**config.mk**
```make
export PLATFORM = sky130hd
export DESIGN_NAME = sram_word_controller
export DESIGN_NICKNAME = d
export VERILOG_FILES = /design/src/rtl/sram_word_controller.sv
export SDC_FILE = /design/constraint.sdc
export NUM_CORES = 1
export LEC_CHECK = 0
export CORE_MARGIN = 2
export CORE_UTILIZATION = 48
export DETAILED_ROUTE_END_ITERATION = 7
export GPL_ROUTABILITY_DRIVEN = 0
export GPL_TIMING_DRIVEN = 0
export PLACE_DENSITY = 0.78
export SYNTH_ARGS = -nofsm -noshare
export SYNTH_HDL_FRONTEND = slang
export SYNTH_SLANG_ARGS = --single-unit
export TNS_END_PERCENT = 100
```
**constraint.sdc**
```tcl
create_clock -name clk_i -period 3.2 [get_ports clk_i]
set_input_delay 0.64 -clock clk_i [delete_from_list [all_inputs] [get_ports clk_i]]
set_output_delay 0.64 -clock clk_i [all_outputs]
set_load 0.005 [all_outputs]
```
**src/rtl/sram_word_controller.sv**
```systemverilog
// sram_word_controller
//   Sequences 32-bit data-memory accesses from the MEM stage onto a 16-bit
//   asynchronous SRAM. Each word access runs as a low-half phase followed by
//   a high-half phase. Each phase is WAIT_CYCLES+1 cycles long. A one-cycle
//   DONE state then releases the core.
//
// Ports
//   clk_i, rst_i     clock, synchronous active-high reset
//   rd_en_i/wr_en_i  request from MEM stage, held until ready_o
//   address_i        byte address (bits [1:0] ignored, wraps modulo SRAM size)
//   write_data_i     store data
//   read_data_o      registered load result, valid from DONE onward
//   ready_o          combinational; low while an access is in flight
//   sram_addr_o      half-word address to SRAM
//   sram_dq_out_o    data driven to SRAM
//   sram_dq_oe_o     1 = controller drives SRAM data bus
//   sram_we_n_o      SRAM write strobe, active low
//   sram_dq_in_i     data returned from SRAM
module sram_word_controller #(
  parameter int ADDR_W      = 18,
  parameter int WAIT_CYCLES = 2
) (
  input  logic              clk_i,
  input  logic              rst_i,
  input  logic              rd_en_i,
  input  logic              wr_en_i,
  input  logic [31:0]       address_i,
  input  logic [31:0]       write_data_i,
  output logic [31:0]       read_data_o,
  output logic              ready_o,
  output logic [ADDR_W-1:0] sram_addr_o,
  output logic [15:0]       sram_dq_out_o,
  output logic              sram_dq_oe_o,
  output logic              sram_we_n_o,
  input  logic [15:0]       sram_dq_in_i
);

  // Last count value of a phase (P-1).
  localparam logic [3:0] LAST = 4'(WAIT_CYCLES);

  typedef enum logic [1:0] {IDLE, LOW, HIGH, DONE} state_e;

  state_e              state_q, state_d;
  logic [3:0]          cnt_q, cnt_d;
  logic [ADDR_W-2:0]   addr_q, addr_d;     // word address = address[ADDR_W:2]
  logic [31:0]         wdata_q, wdata_d;
  logic                is_wr_q, is_wr_d;
  logic [15:0]         lo_q, lo_d;         // low half captured during a read
  logic [31:0]         rdata_q, rdata_d;
  logic [ADDR_W-1:0]   sram_addr_q, sram_addr_d;
  logic [15:0]         dq_out_q, dq_out_d;
  logic                oe_q, oe_d;
  logic                we_n_q, we_n_d;

  logic req;
  logic phase_end;
  logic accept;

  assign req       = rd_en_i | wr_en_i;
  assign phase_end = (cnt_q == LAST);
  assign accept    = (state_q == IDLE) && req;

  // Byte-offset and out-of-range address bits are intentionally dropped.
  logic unused_addr_bits;
  assign unused_addr_bits = ^{address_i[31:ADDR_W+1], address_i[1:0]};

  // ---------------------------------------------------------------------
  // State register (also holds latched request and all registered outputs)
  // ---------------------------------------------------------------------
  always_ff @(posedge clk_i) begin
    if (rst_i) begin
      state_q     <= IDLE;
      cnt_q       <= '0;
      addr_q      <= '0;
      wdata_q     <= '0;
      is_wr_q     <= 1'b0;
      lo_q        <= '0;
      rdata_q     <= '0;
      sram_addr_q <= '0;
      dq_out_q    <= '0;
      oe_q        <= 1'b0;
      we_n_q      <= 1'b1;
    end else begin
      state_q     <= state_d;
      cnt_q       <= cnt_d;
      addr_q      <= addr_d;
      wdata_q     <= wdata_d;
      is_wr_q     <= is_wr_d;
      lo_q        <= lo_d;
      rdata_q     <= rdata_d;
      sram_addr_q <= sram_addr_d;
      dq_out_q    <= dq_out_d;
      oe_q        <= oe_d;
      we_n_q      <= we_n_d;
    end
  end

  // ---------------------------------------------------------------------
  // Next-state logic
  // ---------------------------------------------------------------------
  always_comb begin
    state_d = state_q;
    cnt_d   = '0;
    unique case (state_q)
      IDLE: if (req) state_d = LOW;
      LOW:  if (phase_end) state_d = HIGH;
      HIGH: if (phase_end) state_d = DONE;
      DONE: state_d = IDLE;
      default: state_d = IDLE;
    endcase
    if ((state_q == LOW || state_q == HIGH) && !phase_end)
      cnt_d = cnt_q + 4'd1;
  end

  // ---------------------------------------------------------------------
  // Output / datapath logic
  // SRAM pins are registered and decoded from the *next* state and count,
  // so they line up with state_q in the cycle they are seen. The only core
  // inputs reaching them pass through the request latch first.
  // ---------------------------------------------------------------------
  always_comb begin
    addr_d      = addr_q;
    wdata_d     = wdata_q;
    is_wr_d     = is_wr_q;
    lo_d        = lo_q;
    rdata_d     = rdata_q;
    sram_addr_d = sram_addr_q;
    dq_out_d    = dq_out_q;
    oe_d        = 1'b0;
    we_n_d      = 1'b1;

    if (accept) begin
      addr_d  = address_i[ADDR_W:2];
      wdata_d = write_data_i;
      is_wr_d = wr_en_i;             // write wins when both are requested
    end

    if (state_q == LOW && phase_end && !is_wr_q)
      lo_d = sram_dq_in_i;
    if (state_q == HIGH && phase_end && !is_wr_q)
      rdata_d = {sram_dq_in_i, lo_q};

    // Strobe rises on the last phase cycle while address/data stay put.
    unique case (state_d)
      LOW: begin
        sram_addr_d = {addr_d, 1'b0};
        oe_d        = is_wr_d;
        we_n_d      = !(is_wr_d && cnt_d != LAST);
        if (is_wr_d) dq_out_d = wdata_d[15:0];
      end
      HIGH: begin
        sram_addr_d = {addr_d, 1'b1};
        oe_d        = is_wr_d;
        we_n_d      = !(is_wr_d && cnt_d != LAST);
        if (is_wr_d) dq_out_d = wdata_d[31:16];
      end
      default: ;
    endcase
  end

  always_comb begin
    ready_o = 1'b0;
    unique case (state_q)
      IDLE:    ready_o = !req;
      DONE:    ready_o = 1'b1;
      default: ready_o = 1'b0;
    endcase
  end

  assign read_data_o   = rdata_q;
  assign sram_addr_o   = sram_addr_q;
  assign sram_dq_out_o = dq_out_q;
  assign sram_dq_oe_o  = oe_q;
  assign sram_we_n_o   = we_n_q;

endmodule

```
==> results_dict.tcl, run 1 <==
set metrics [dict create \
    synth_cell_types 35 \
    overflow 0 \
    drive_gt1_share_pct 9.09 \
    via_per_inst 5.74 \
    wl_per_cell_um 17.7 \
    start_util_pct 49.6 \
    whs_ns 0.452 \
    grt_use_total_pct 26.6 \
    htree_num_levels 4 \
    synth_cells 658 \
    ys_seq_area_share_pct 48.9 \
    ys_warn_count 0 \
    port_buffers 137 \
    grt_antenna_before_repair 0 \
    synth_nets 752 \
    fillers 890 \
    setup_viol 0 \
    rsz0062_at_grt "yes" \
    postCtsSetupBuffers 0 \
    grt_first_pass_wirelength_mm 27.3 \
    core_mm2 0.0116 \
    die-area_mm2 0.0128 \
    arrival_ns 3.39 \
    tightestPinTransition_ns 0.703 \
    max_slew_margin_pct 53.1 \
    synthesis.area_mm2 0.00574 \
    placementRows 39 \
    cts_buffers 17 \
    hpwl_mm 12.0 \
    drc 0 \
    drt-initial-drc-count 416 \
    cts.root.buffer_cell "clkbuf_16" \
    grt_max_degree 17 \
    critPathMaxFanout 10 \
    first_pass_iters 5 \
    powerDensity_mw_per_mm2 622 \
    p_leak_nw 2.89 \
    io-pin-count 153 \
    final_nets 908 \
    hp-class "flip-flop to flip-flop" \
    required_ns 3.50 \
    tns_ns 0 \
    grt_pass1_vias 5418 \
    drv_cap 0 \
    cp-end-kind "flip-flop" \
    clkTransAtPathRegs_ns 0.06 \
    fmax_mhz 324 \
    cts_buffer_depth 2 \
    critPathLaunchType "flip-flop" \
    syn_to_final_growth_pct 38.6 \
    routed_wl_mm 17.1 \
    ant_nets 0 \
    tritoncts "yes" \
    hold_viol_final 0 \
    irDropWorstVdd_uv 436 \
    clock_latency_ns 0.42 \
    finalInstanceArea_mm2 0.00795 \
    die_h_um 113 \
    skew_ns 0.00953 \
    ys_ff_latch 140 \
    period_needed_ns 3.08 \
    die_width_um 113 \
    ff2ff_setup_slack_ns 0.12 \
    period_share_pct 96.4 \
    via_count 5560 \
    outcome "completed" \
    syn_area_per_cell_um2 8.72 \
    drv_slew 0 \
    antenna_cells 0 \
    critPathKind "flip-flop to flip-flop" \
    dpl_cell_area_mm2 0.00729 \
    cts_sinks 140 \
]
-- final cells by class --
class,instances,area (um^2),share of cell area [%]
Buffer,58,275,3.46
Clock buffer,19,453,5.70
Clock inverter,11,168,2.11
Inverter,8,30.0,0.378
Multi-Input combinational cell,452,2670,33.6
Sequential cell,140,2800,35.3
Tap cell,143,179,2.25
Timing Repair Buffer,137,1370,17.2
-- through the flow --
step	worst slack (ns)	utilization (%)	power, mW	cells
global placement	-0.111	63.0	2.85	938
global route	-0.0278	68.7	5.13	968
finish	0.115	68.7	4.95	968
detailed placement	-0.204	63.0	2.88	938
floorplan	0.517	-	2.46	658
CTS	0.0133	68.4	4.94	968
-- path summary, 6_finish.rpt --
check             start               end  cells past startpoint
max          state_q[1]  sram_dq_out_o[1]                     11
min          wdata_q[9]        wdata_q[9]                      2
max reg2reg  state_q[1]  sram_dq_out_o[1]                     11
min reg2reg  wdata_q[9]        wdata_q[9]                      2
-- placed cells by master (no fill, tap or decap), types with 3 or more instances in the layout --
| cell type | n |
|---|---|
| clkbuf_16 | 17 |
| dfxtp_1 | 140 |
| mux2i_1 | 18 |
| ha_1 | 10 |
| clkinv_2 | 3 |
| nand2_1 | 81 |
| buf_1 | 3 |
| clkdlybuf4s50_1 | 137 |
| buf_6 | 3 |
| o21ai_0 | 29 |
| a211oi_1 | 47 |
| o32ai_2 | 9 |
| o32ai_1 | 7 |
| buf_2 | 13 |
| o21ai_1 | 21 |
| clkbuf_1 | 32 |
| nor2b_1 | 32 |
| a21oi_1 | 83 |
| bufinv_16 | 4 |
| inv_1 | 6 |
| a211oi_2 | 5 |
| nor2_1 | 41 |
| nand3_1 | 50 |
| clkbuf_2 | 3 |
-- what timing repair did --
item                       CTS  global route
hold buffers                 0             0
resized for setup            1            17
setup endpoints to repair    9            32
-- Yosys cell counts, drive strengths merged --
master / number / area share [%]
ha: 10 / 2.2
xnor2: 2 / 0.31
o21ai: 50 / 4.4
a211oi: 52 / 6.8
a21o: 2 / 0.26
clkbuf: 35 / 2.3
nor2: 41 / 2.7
a211o: 1 / 0.15
buf: 23 / 2.3
nand3: 50 / 4.4
nor3: 1 / 0.087
clkinv: 2 / 0.13
or3b: 1 / 0.15
and3: 1 / 0.11
a21bo: 1 / 0.17
or4b: 1 / 0.24
o21a: 1 / 0.13
nor4b: 1 / 0.26
o32ai: 16 / 3.6
or2: 1 / 0.11
a21oi: 84 / 7.3
nor2b: 32 / 3.5
a2bb2oi: 1 / 0.15
dfxtp: 140 / 49
mux2i: 18 / 3.1
inv: 6 / 0.39
nand4b: 1 / 0.15
nand2: 81 / 5.3
o31ai: 2 / 0.26
o211a: 1 / 0.17
-- critical path, stage by stage (launching register included) --
cell	delay (ns)
dfxtp_1	0.34
inv_1	0.18
ha_1	0.18
clkbuf_1	0.39
o31ai_1	0.20
a21oi_1	0.20
ha_1	0.25
buf_2	0.24
buf_2	0.26
clkbuf_4	0.27
a211oi_1	0.11
o32ai_1	0.34
-- cells by family after synthesis --
group           Yosys count  synth area share (%)
compound gates          211                  23.4
simple gates            211                  16.9
flops                   140                  48.9
buf+inv                  66                  5.15
mux                      18                  3.14
fa+ha+maj                10                  2.18
xor+xnor                  2                 0.305
-- metal layers --
layer,vias up,track usage [%],wire [um]
met5,-,0,0
met4,0,9.43,380
met3,38,6.43,1350
met2,245,43.4,8140
met1,2643,34.6,7220
li1,2634,-,-
-- report_power, final --
group	switching [mW]	internal (mW)
Combinational	0.471	0.435
Sequential	0.0772	1.89
Clock	0.738	1.34
Total	1.29	3.66
-- sequential cells by signal, indices dropped and copies added, names as in the netlist, 2 cells and up --
register	count
lo_q	16
wdata_q	32
sram_addr_o	18
addr_q	17
sram_dq_out_o	16
read_data_o	32
cnt_q	4
state_q	2
Power figures use the tool's default switching activity.
==> inputs of run 2 (changes only) <==
- RECOVER_POWER: not set -> 50
==> run 2 against run 1 <==
Die area is the same; critical path depth unchanged; cell count unchanged; sequential power about the same; routed wire length decreased by 0.89%; register-to-register slack improved by 0.03 ns; sequential share of layout area hardly changed; setup slack improved by 0.029 ns; critical endpoint unchanged; largest cell class unchanged.
==> results_dict.tcl, run 2 (same netlist as run 1, synthesis figures left out) <==
set metrics [dict create \
    outcome "completed" \
    drive_gt1_share_pct 8.85 \
    rsz0062_at_grt "yes" \
    grt_first_pass_wirelength_mm 27.3 \
    startpoint "cnt_q[0]" \
    die_h_um 113 \
    wl_per_cell_um 17.5 \
    final_cell_mix "140 x dfxtp_1, 83 x a21oi_1, 81 x nand2_1" \
    grt_use_total_pct 26.6 \
    drt-initial-drc-count 387 \
    core_mm2 0.0116 \
    final_nets 908 \
    setup_viol 0 \
    ff2ff_setup_slack_ns 0.14 \
    antenna_cells 0 \
    reg2reg_depth 11 \
    io-pin-count 153 \
    whs_ns 0.450 \
    die_width_um 113 \
    critPathKind "flip-flop to flip-flop" \
    p_sw_mw 1.28 \
    finalInstanceArea_mm2 0.00794 \
    powerDensity_mw_per_mm2 618 \
    required_ns 3.47 \
    p_int_mw 3.63 \
    drv_slew 0 \
    dp_slack_ns -0.204 \
    grtUsageMet3_pct 6.43 \
    final_cells 968 \
    cts_buffer_depth 2 \
    critPathMaxFanout 10 \
    worst_slack_ns 0.144 \
    cp-end-kind "flip-flop" \
    grt_antenna_before_repair 0 \
    max_slew_margin_pct 54.2 \
    tritoncts "yes" \
    clkTransAtPathRegs_ns 0.06 \
    hold_viol_final 0 \
    cts_buffers 17 \
    critPathLaunchType "flip-flop" \
    timing.rr.start "cnt_q[0]" \
    placementRows 39 \
    overflow 0 \
    arrival_ns 3.32 \
    htree_num_levels 4 \
    via_count 5548 \
    grtUsageMet2_pct 43.4 \
    grt-busiest-layer "met2" \
    grt_use_met1_pct 34.6 \
    grt_max_degree 17 \
    pwr-share-clk_pct 42.2 \
    utilization_pct 68.7 \
    first_pass_iters 5 \
    via_per_inst 5.73 \
    p_comb_share_pct 17.8 \
    dp.cells 938 \
    cts_sinks 140 \
    ctsHoldBuffers 0 \
    irDropWorstVdd_uv 442 \
    hpwl_mm 12.0 \
    die-area_mm2 0.0128 \
    fmax_mhz 327 \
    p_leak_nw 3.09 \
    dpl_cell_area_mm2 0.00729 \
    min_from "wdata_q[3]" \
    start_util_pct 49.6 \
    period_share_pct 95.5 \
    layout_commonest_cell "dfxtp_1" \
    syn_to_final_growth_pct 38.5 \
    netSwitchingFraction_pct 26.0 \
    pwr-share-seq_pct 40.0 \
    tightestPinTransition_ns 0.687 \
    port_buffers 137 \
    grt_pass1_vias 5418 \
    period_needed_ns 3.06 \
    hp-class "flip-flop to flip-flop" \
    skew_ns 0.0129 \
    ant_nets 0 \
    crit_path_end "sram_dq_out_o[1]" \
    clock_latency_ns 0.42 \
    postCtsSetupBuffers 0 \
    cts.root.buffer_cell "clkbuf_16" \
    drv_cap 0 \
    r2r_end "sram_dq_out_o[1]" \
    drc 0 \
    routed_wl_mm 16.9 \
]
## run 2: cell types whose count changed in the layout (fill, tap and decap cells not counted)
cell / before / now
nor4b_2: 1 / 0
dlygate4sd3_1: 0 / 69
clkbuf_1: 32 / 34
nor4b_1: 0 / 1
buf_1: 3 / 2
clkdlybuf4s50_1: 137 / 68
buf_2: 13 / 12
## run 2: area by class of cell
type | instances | area (um^2)
Sequential cell | 140 | 2800
Timing Repair Buffer | 137 | 1370
Buffer | 58 | 274
Tap cell | 143 | 179
Clock inverter | 11 | 168
Inverter | 8 | 30.0
Multi-Input combinational cell | 452 | 2670
Fill cell | 893 | 3620
Clock buffer | 19 | 453
## run 2: worst min-delay path by stage
stage | end | cells past startpoint
2_1_floorplan | cnt_q[0] | 1
3_3_place_gp | wdata_q[14] | 2
3_5_place_dp | wdata_q[3] | 2
4_1_cts | wdata_q[3] | 2
5_1_grt | wdata_q[3] | 2
6_report | wdata_q[3] | 2
## run 2: critical path: stages (launching register included)
cell and delay, ns:
dfxtp_1 0.33, inv_1 0.08, ha_1 0.18, or3b_4 0.43, o211a_1 0.26, or2_2 0.31
ha_1 0.25, buf_2 0.20, buf_2 0.21, clkbuf_4 0.22, a211oi_1 0.29, o32ai_1 0.15
## run 2: power groups by stage
stage / registers [mW] / clock network (mW) / logic (mW)
finish: 1.96 / 2.07 / 0.873
global route: 1.98 / 2.17 / 0.952
CTS: 1.97 / 2.09 / 0.892
detailed placement: 2.00 / 0 / 0.881
global placement: 1.99 / 0 / 0.859
floorplan: 1.99 / 0 / 0.471
## run 2: per-layer routing
metal | vias up | wire length (um)
met2 | 248 | 8180
met5 | - | 0
li1 | 2633 | -
met4 | 0 | 329
met3 | 31 | 1250
met1 | 2636 | 7180
## run 2: timing repair
action / in CTS / in global routing
pin swaps: 0 / 0
gates cloned: 0 / 0
resized for setup: 1 / 17
setup endpoints to repair: 9 / 32
## run 2: per-stage QoR
stage          setup TNS [ns]  power (mW)
2_1_floorplan               0        2.46
5_1_grt               -0.0278        5.10
6_report                    0        4.91
4_1_cts                     0        4.94
3_5_place_dp            -3.09        2.88
3_3_place_gp            -1.50        2.85
